File: config.mk
export PLATFORM = sky130hd
export DESIGN_NAME = score_register_bank
export DESIGN_NICKNAME = d
export VERILOG_FILES = /design/src/rtl/score_pkg.sv /design/src/rtl/score_min_tracker.sv /design/src/rtl/score_register_bank.sv
export SDC_FILE = /design/constraint.sdc
export NUM_CORES = 1
export LEC_CHECK = 0
export BUFFER_PORTS_ARGS = -buffer_cell sky130_fd_sc_hd__buf_2
export CORE_ASPECT_RATIO = 0.5
export CORE_MARGIN = 10
export CORE_UTILIZATION = 59
export CTS_BUF_LIST = sky130_fd_sc_hd__clkbuf_8
export DETAILED_ROUTE_END_ITERATION = 12
export PLACE_DENSITY = 0.8
export SLEW_MARGIN = 30
export SYNTH_ARGS = -nofsm -noshare
export SYNTH_HDL_FRONTEND = slang
export SYNTH_SLANG_ARGS = --single-unit
export TNS_END_PERCENT = 5
File: constraint.sdc
create_clock -name Clock -period 4.9 [get_ports Clock]
set_clock_uncertainty 0.15 [all_clocks]
set_input_delay 0.735 -clock Clock [delete_from_list [all_inputs] [get_ports Clock]]
set_output_delay 0.735 -clock Clock [all_outputs]
set_load 0.03 [all_outputs]
File: src/rtl/score_pkg.sv
// score_pkg: shared definitions for the reaction-time datapath.
// Used by the reaction-time counter, the score register bank and the display.
package score_pkg;

    // Default bit width of one reaction time
    localparam int SCORE_WIDTH = 13;

    // Default number of history entries kept by the score register bank
    localparam int SCORE_DEPTH = 8;

    // One reaction-time value at the default width
    typedef logic [SCORE_WIDTH-1:0] rt_t;

endpackage : score_pkg

File: src/rtl/score_min_tracker.sv
// score_min_tracker: running all-time minimum of loaded reaction times.
// Best only ever decreases between flushes. Overwriting the history entry
// that holds the minimum does not raise it again.
// Built only when MIN_TRACK_EN is defined (see score_register_bank).
module score_min_tracker #(
    parameter int WIDTH = 13
) (
    input  logic             clk_i,
    input  logic             rst_ni,
    input  logic             clear_i,
    input  logic             load_i,
    input  logic [WIDTH-1:0] in_i,
    output logic [WIDTH-1:0] best_o,
    output logic             best_valid_o
);

    logic [WIDTH-1:0] best_q, best_d;
    logic             valid_q, valid_d;

    // Next-state: flush on clear, take a strictly smaller (or first) value on load
    always_comb begin
        best_d  = best_q;
        valid_d = valid_q;
        if (clear_i) begin
            best_d  = '0;
            valid_d = 1'b0;
        end else if (load_i) begin
            if (!valid_q || (in_i < best_q)) begin
                best_d = in_i;
            end else begin
                best_d = best_q;
            end
            valid_d = 1'b1;
        end else begin
            best_d  = best_q;
            valid_d = valid_q;
        end
    end

    // State register with asynchronous active-low reset
    always_ff @(posedge clk_i or negedge rst_ni) begin
        if (!rst_ni) begin
            best_q  <= '0;
            valid_q <= 1'b0;
        end else begin
            best_q  <= best_d;
            valid_q <= valid_d;
        end
    end

    assign best_o       = best_q;
    assign best_valid_o = valid_q;

endmodule : score_min_tracker

File: src/rtl/score_register_bank.sv
// score_register_bank: circular history of reaction times.
// Stores each loaded value into a DEPTH-entry ring, exposing the newest entry,
// a registered indexed read (0 = newest), occupancy and a running minimum.
// When full, a new load silently overwrites the oldest entry.
// Optional feature macro: MIN_TRACK_EN builds the Best/BestValid tracker;
// without it Best and BestValid are tied to 0.
module score_register_bank
    import score_pkg::*;
#(
    parameter int WIDTH = SCORE_WIDTH,
    parameter int DEPTH = SCORE_DEPTH,
    localparam int PTR_W = $clog2(DEPTH),
    localparam int CNT_W = $clog2(DEPTH + 1)
) (
    input  logic             Clock,
    input  logic             CLRN,
    input  logic [WIDTH-1:0] In,
    input  logic             Load,
    input  logic             Clear,
    input  logic [PTR_W-1:0] RdIdx,
    output logic [WIDTH-1:0] RdData,
    output logic [WIDTH-1:0] Latest,
    output logic [CNT_W-1:0] Count,
    output logic             Full,
    output logic [WIDTH-1:0] Best,
    output logic             BestValid
);

    // One extra bit so wp + DEPTH - 1 - RdIdx never overflows
    localparam int               SUM_W     = CNT_W + 1;
    localparam logic [PTR_W-1:0] WP_LAST   = PTR_W'(DEPTH - 1);
    localparam logic [CNT_W-1:0] CNT_MAX   = CNT_W'(DEPTH);
    localparam logic [SUM_W-1:0] SUM_DEPTH = SUM_W'(DEPTH);
    localparam logic [SUM_W-1:0] SUM_OFS   = SUM_W'(DEPTH - 1);

    logic [WIDTH-1:0] mem_q [DEPTH];
    logic [WIDTH-1:0] mem_d [DEPTH];
    logic [PTR_W-1:0] wp_q, wp_d;
    logic [CNT_W-1:0] count_q, count_d;
    logic [WIDTH-1:0] rddata_q, rddata_d;
    logic [WIDTH-1:0] latest_q, latest_d;
    logic             full_q, full_d;

    logic [SUM_W-1:0] rd_sum_s;
    logic [PTR_W-1:0] rd_ptr_s;
    logic             rd_valid_s;

    // Map a newest-relative index onto a ring slot; DEPTH need not be a power of 2
    always_comb begin
        rd_sum_s = SUM_W'(wp_q) + SUM_OFS - SUM_W'(RdIdx);
        if (rd_sum_s >= SUM_DEPTH) begin
            rd_ptr_s = PTR_W'(rd_sum_s - SUM_DEPTH);
        end else begin
            rd_ptr_s = PTR_W'(rd_sum_s);
        end
        rd_valid_s = (CNT_W'(RdIdx) < count_q);
    end

    // Next-state for ring, pointer, occupancy and read port; Clear beats Load
    always_comb begin
        mem_d    = mem_q;
        wp_d     = wp_q;
        count_d  = count_q;
        rddata_d = rddata_q;
        latest_d = latest_q;
        if (Clear) begin
            for (int i = 0; i < DEPTH; i++) begin
                mem_d[i] = '0;
            end
            wp_d     = '0;
            count_d  = '0;
            rddata_d = '0;
            latest_d = '0;
        end else begin
            // Read uses pre-edge state, so a same-edge load is not yet visible
            if (rd_valid_s) begin
                rddata_d = mem_q[rd_ptr_s];
            end else begin
                rddata_d = '0;
            end
            if (Load) begin
                mem_d[wp_q] = In;
                latest_d    = In;
                if (wp_q == WP_LAST) begin
                    wp_d = '0;
                end else begin
                    wp_d = wp_q + PTR_W'(1);
                end
                if (count_q == CNT_MAX) begin
                    count_d = count_q;
                end else begin
                    count_d = count_q + CNT_W'(1);
                end
            end else begin
                wp_d    = wp_q;
                count_d = count_q;
            end
        end
        full_d = (count_d == CNT_MAX);
    end

    // State registers with asynchronous active-low reset
    always_ff @(posedge Clock or negedge CLRN) begin
        if (!CLRN) begin
            mem_q    <= '{default: '0};
            wp_q     <= '0;
            count_q  <= '0;
            rddata_q <= '0;
            latest_q <= '0;
            full_q   <= 1'b0;
        end else begin
            mem_q    <= mem_d;
            wp_q     <= wp_d;
            count_q  <= count_d;
            rddata_q <= rddata_d;
            latest_q <= latest_d;
            full_q   <= full_d;
        end
    end

    assign RdData = rddata_q;
    assign Latest = latest_q;
    assign Count  = count_q;
    assign Full   = full_q;

`ifdef MIN_TRACK_EN
    score_min_tracker #(
        .WIDTH (WIDTH)
    ) u_min_tracker (
        .clk_i        (Clock),
        .rst_ni       (CLRN),
        .clear_i      (Clear),
        .load_i       (Load),
        .in_i         (In),
        .best_o       (Best),
        .best_valid_o (BestValid)
    );
`else
    assign Best      = '0;
    assign BestValid = 1'b0;
`endif

endmodule : score_register_bank

==> results.txt <==
----------------------------------------------------
[Route]
  Wire per inst ... 21.0 µm
  Vias per inst ... 6.09
  First-pass detailed-route iteration total ... 6
  Number of violations reported at the end of detailed-routing iteration 0 ... 537
  WL final ... 15.1 mm
  Routed via count ... 4363
  Final antenna-violating net count ... 0
  Remaining DRCs ... 0

[Clocking]
  Root buffer cell ... sky130_fd_sc_hd__clkbuf_8
  TritonCTS clock tree ... done
  Maximum level of the CTS H-tree ... 4
  Worst-case clock buffer depth ... 2
  CTS Buf Count ... 17
  Post-CTS setup-driven buffer insertion count ... 0
  CTS-repair resized insts ... 0
  Clock-pin slew on the worst setup and hold paths ... 0.08 ns
  CTS Sinks ... 138
  Number of hold buffers added after cts ... 0
  Insertion delay to the later sink of the worst-skew pair ... 0.44 ns

[Die]
  Die boundary width ... 164 µm
  Ports placed on the boundary ... 65
  Number of core rows ... 26
  DIE HEIGHT ... 92.1 µm
  DIE AREA ... 0.0151 mm²
  Initial Util ... 60.3%
  Placeable core area ... 0.0102 mm²

[Global route]
  Initial antenna violation count ... 0
  Total global-route track usage ... 20.9%
  GR Overflow Total ... 0
  Wire length of the first global-routing pass ... 24.6 mm
  Number of global-route vias before repair ... 4507
  Largest net degree at the start of global routing ... 111

[Critical path]
  Type of destination of the critical path ... flop
  Max Fanout on Critical Path ... 26
  Reg-to-reg slack, setup ... 2.32 ns
  Required time reported for the critical path endpoint ... 5.04 ns
  Critical Path End ... RdData[9]
  Critical R2R Launch ... wp_q[0]
  CP Launch Type ... flop
  Cells along the critical path ... ha_1 -> fa_1 -> buf_4 -> mux4_2 -> mux2i_1 -> a21oi_1
  CP max stage cell ... sky130_fd_sc_hd__dfrtp_1
  Cell count of the worst reg-to-reg path ... 6
  Data arrival at the endpoint of the critical path ... 2.72 ns
  Type of the worst setup path ... reg -> reg
  Delay of the slowest critical-path stage ... 0.52 ns
  First element of the critical path ... wp_q[0]
  Endpoint of the most critical register-to-register path ... RdData[9]

[Layout]
  Area growth from synthesis to final layout ... 12.0%
  Fraction of final layout cells sized beyond drive strength 1 ... 21.3%
  Final #Nets ... 592
  Fraction of the core area covered by cells at the end of the flow ... 67.6%
  Antenna cell count ... 0

[Timing]
  Fin Hold WS ... 0.250 ns
  Total Negative Setup Slacks ... 0 ns
  Peak Freq ... 0.388 GHz
  Ratio of final minimum period to clock period ... 52.7%
  Final Hold Viols ... 0
  Max-slew headroom ... 33.7%
  Clock period minus final worst setup slack ... 2.58 ns
  Setup Viol. Count Final ... 0
  Unrepaired setup endpoints after global routing ... false
  Number of max-slew violations in the final report ... 0
  Transition at the pin with the smallest max-transition slack ... 0.991 ns

[Pwr]
  Cell internal power dissipation ... 1.85 mW
  Clock Power Share ... 40.9%
  Fraction of power spent switching nets ... 26.2%
  Power share of the sequential group ... 47.3%
  Worst-case vdd ir drop ... 0.176 mV
  Switch Pwr ... 0.659 mW
  Combinational power share ... 11.9%
  Leakage ... 3.20 nW
  Power density relative to cell area ... 365 mW/mm²

[Logic synthesis]
  Synth cell count leaders ... sky130_fd_sc_hd__dfrtp_1, sky130_fd_sc_hd__nand2_1, sky130_fd_sc_hd__o21ai_0
  Flop and latch count out of synthesis ... 138
  Area share of the leading cell type in the synthesized netlist ... 56.2%
  Share of flip-flops with an asynchronous set or reset after synthesis ... 100%
  Cell taking the most area after synthesis ... sky130_fd_sc_hd__dfrtp_1
  Number of synthesized flops with an enable pin ... 0
  Leading post-synthesis cells by cell area ... sky130_fd_sc_hd__dfrtp_1, sky130_fd_sc_hd__mux4_2, sky130_fd_sc_hd__o21ai_0, sky130_fd_sc_hd__nand2_1, sky130_fd_sc_hd__mux2i_1
  Flip-flop cell with the highest count after synthesis ... sky130_fd_sc_hd__dfrtp_1
  Warning count from the yosys run ... 0
  Sequential fraction of the synthesis area ... 56.2%
  Number of distinct library cell variants in the gate-level netlist after synthesis ... 34
  Synth Area per Inst ... 11.7 µm²
  Cell with the most instances after synthesis ... sky130_fd_sc_hd__dfrtp_1
  Number of cells produced by synthesis ... 526
  Post-synthesis cell area ... 0.00614 mm²

[Placed design]
  Weighted congestion at the end of routability-driven global placement ... 0.826
  Post-DP HPWL ... 9.73 mm
  Port bufs ... 50

[Run]
  Max cap viols ... 0

[Worst hold path]
  Hold Path Class ... in -> async

[Outcome]
  Status ... finished clean

----------------------------------------------------
-- critical path, delay by kind of cell, from the launching register on --
kind	cells	cell delay, ns
buf+inv	1	0.37
mux	2	0.57
flops	1	0.52
compound gates	1	0.06
fa+ha+maj	2	0.74
-- metrics by stage --
stage / setup slack, ns / instances / cell area [µm²] / power (mW)
final: 2.32 / 717 / 6880 / 2.51
after global routing: 2.21 / 717 / 6880 / 2.61
after CTS: 2.34 / 717 / 6870 / 2.52
after detailed placement: 2.09 / 685 / 6420 / 1.51
after global placement: 1.90 / 685 / 6400 / 1.49
after floorplan: 2.21 / 539 / 6190 / 1.42
-- worst min path at each step --
stage | start | depth (start not counted) | endpoint | slack (ns)
after floorplan | CLRN | 0 | Count[0] | 0.29
after global placement | mem_q[45] | 2 | mem_q[45] | 0.31
after detailed placement | mem_q[66] | 2 | mem_q[66] | 0.32
after CTS | CLRN | 1 | mem_q[102] | 0.32
after global routing | CLRN | 1 | Latest[11] | 0.31
final | CLRN | 1 | mem_q[9] | 0.25
-- power by group through the flow --
stage | Clock, mW | Combinational (mW) | Sequential, mW
6_report | 1.03 | 0.298 | 1.19
5_1_grt | 1.09 | 0.323 | 1.19
4_1_cts | 1.04 | 0.296 | 1.19
3_5_place_dp | 0 | 0.295 | 1.21
3_3_place_gp | 0 | 0.286 | 1.21
2_1_floorplan | 0 | 0.200 | 1.22
-- sequential cells by signal, summed over array words and instances (netlist names) --
signal and count:
Latest 13, Count 4, mem_q 104, wp_q 3, Full 1, RdData 13
-- layout make-up --
type	instances	area [µm²]
clock inverter	12	171
inverter	6	22.5
sequential	138	3450
timing repair buffer	58	319
tap	140	175
clock buffer	20	275
fill	739	3300
multi-input combinational	343	2460
-- cell families after synthesis --
kind of cell	Yosys count	synth area share [%]
compound gates	132	13.2
fa+ha+maj	8	1.75
buf+inv	58	5.28
other cells	1	0.0611
flops	138	56.2
xor+xnor	4	0.693
simple gates	131	8.70
mux	54	14.1
-- per-layer routing --
| layer | wire (µm) | up-vias | part of all wire, % | track usage [%] |
|---|---|---|---|---|
| li1 | - | 1926 | - | - |
| met1 | 5870 | 2205 | 39 | 26.4 |
| met2 | 7380 | 210 | 49 | 33.7 |
| met3 | 1610 | 22 | 11 | 6.69 |
| met4 | 213 | 0 | 1.4 | 6.66 |
| met5 | 0 | - | 0 | 0.974 |
-- cell usage in the layout, fill, tap and decap left out, types with 2 or more instances in the layout --
cell / instances
sky130_fd_sc_hd__nor2_1: 18
sky130_fd_sc_hd__nand3b_1: 2
sky130_fd_sc_hd__clkbuf_8: 21
sky130_fd_sc_hd__xor2_1: 2
sky130_fd_sc_hd__a32o_1: 26
sky130_fd_sc_hd__nor2b_1: 3
sky130_fd_sc_hd__o21ai_0: 79
sky130_fd_sc_hd__dfrtp_1: 138
sky130_fd_sc_hd__a211o_1: 2
sky130_fd_sc_hd__inv_1: 7
sky130_fd_sc_hd__clkinvlp_4: 5
sky130_fd_sc_hd__nand2_1: 97
sky130_fd_sc_hd__mux4_2: 26
sky130_fd_sc_hd__buf_2: 49
sky130_fd_sc_hd__ha_1: 7
sky130_fd_sc_hd__a21oi_1: 17
sky130_fd_sc_hd__nand2b_1: 3
sky130_fd_sc_hd__conb_1: 14
sky130_fd_sc_hd__mux2i_1: 28
sky130_fd_sc_hd__buf_4: 8
sky130_fd_sc_hd__clkinv_2: 2
sky130_fd_sc_hd__bufinv_16: 4
sky130_fd_sc_hd__a31oi_2: 2
sky130_fd_sc_hd__a21oi_2: 2
(Power assumes the default switching activity.)
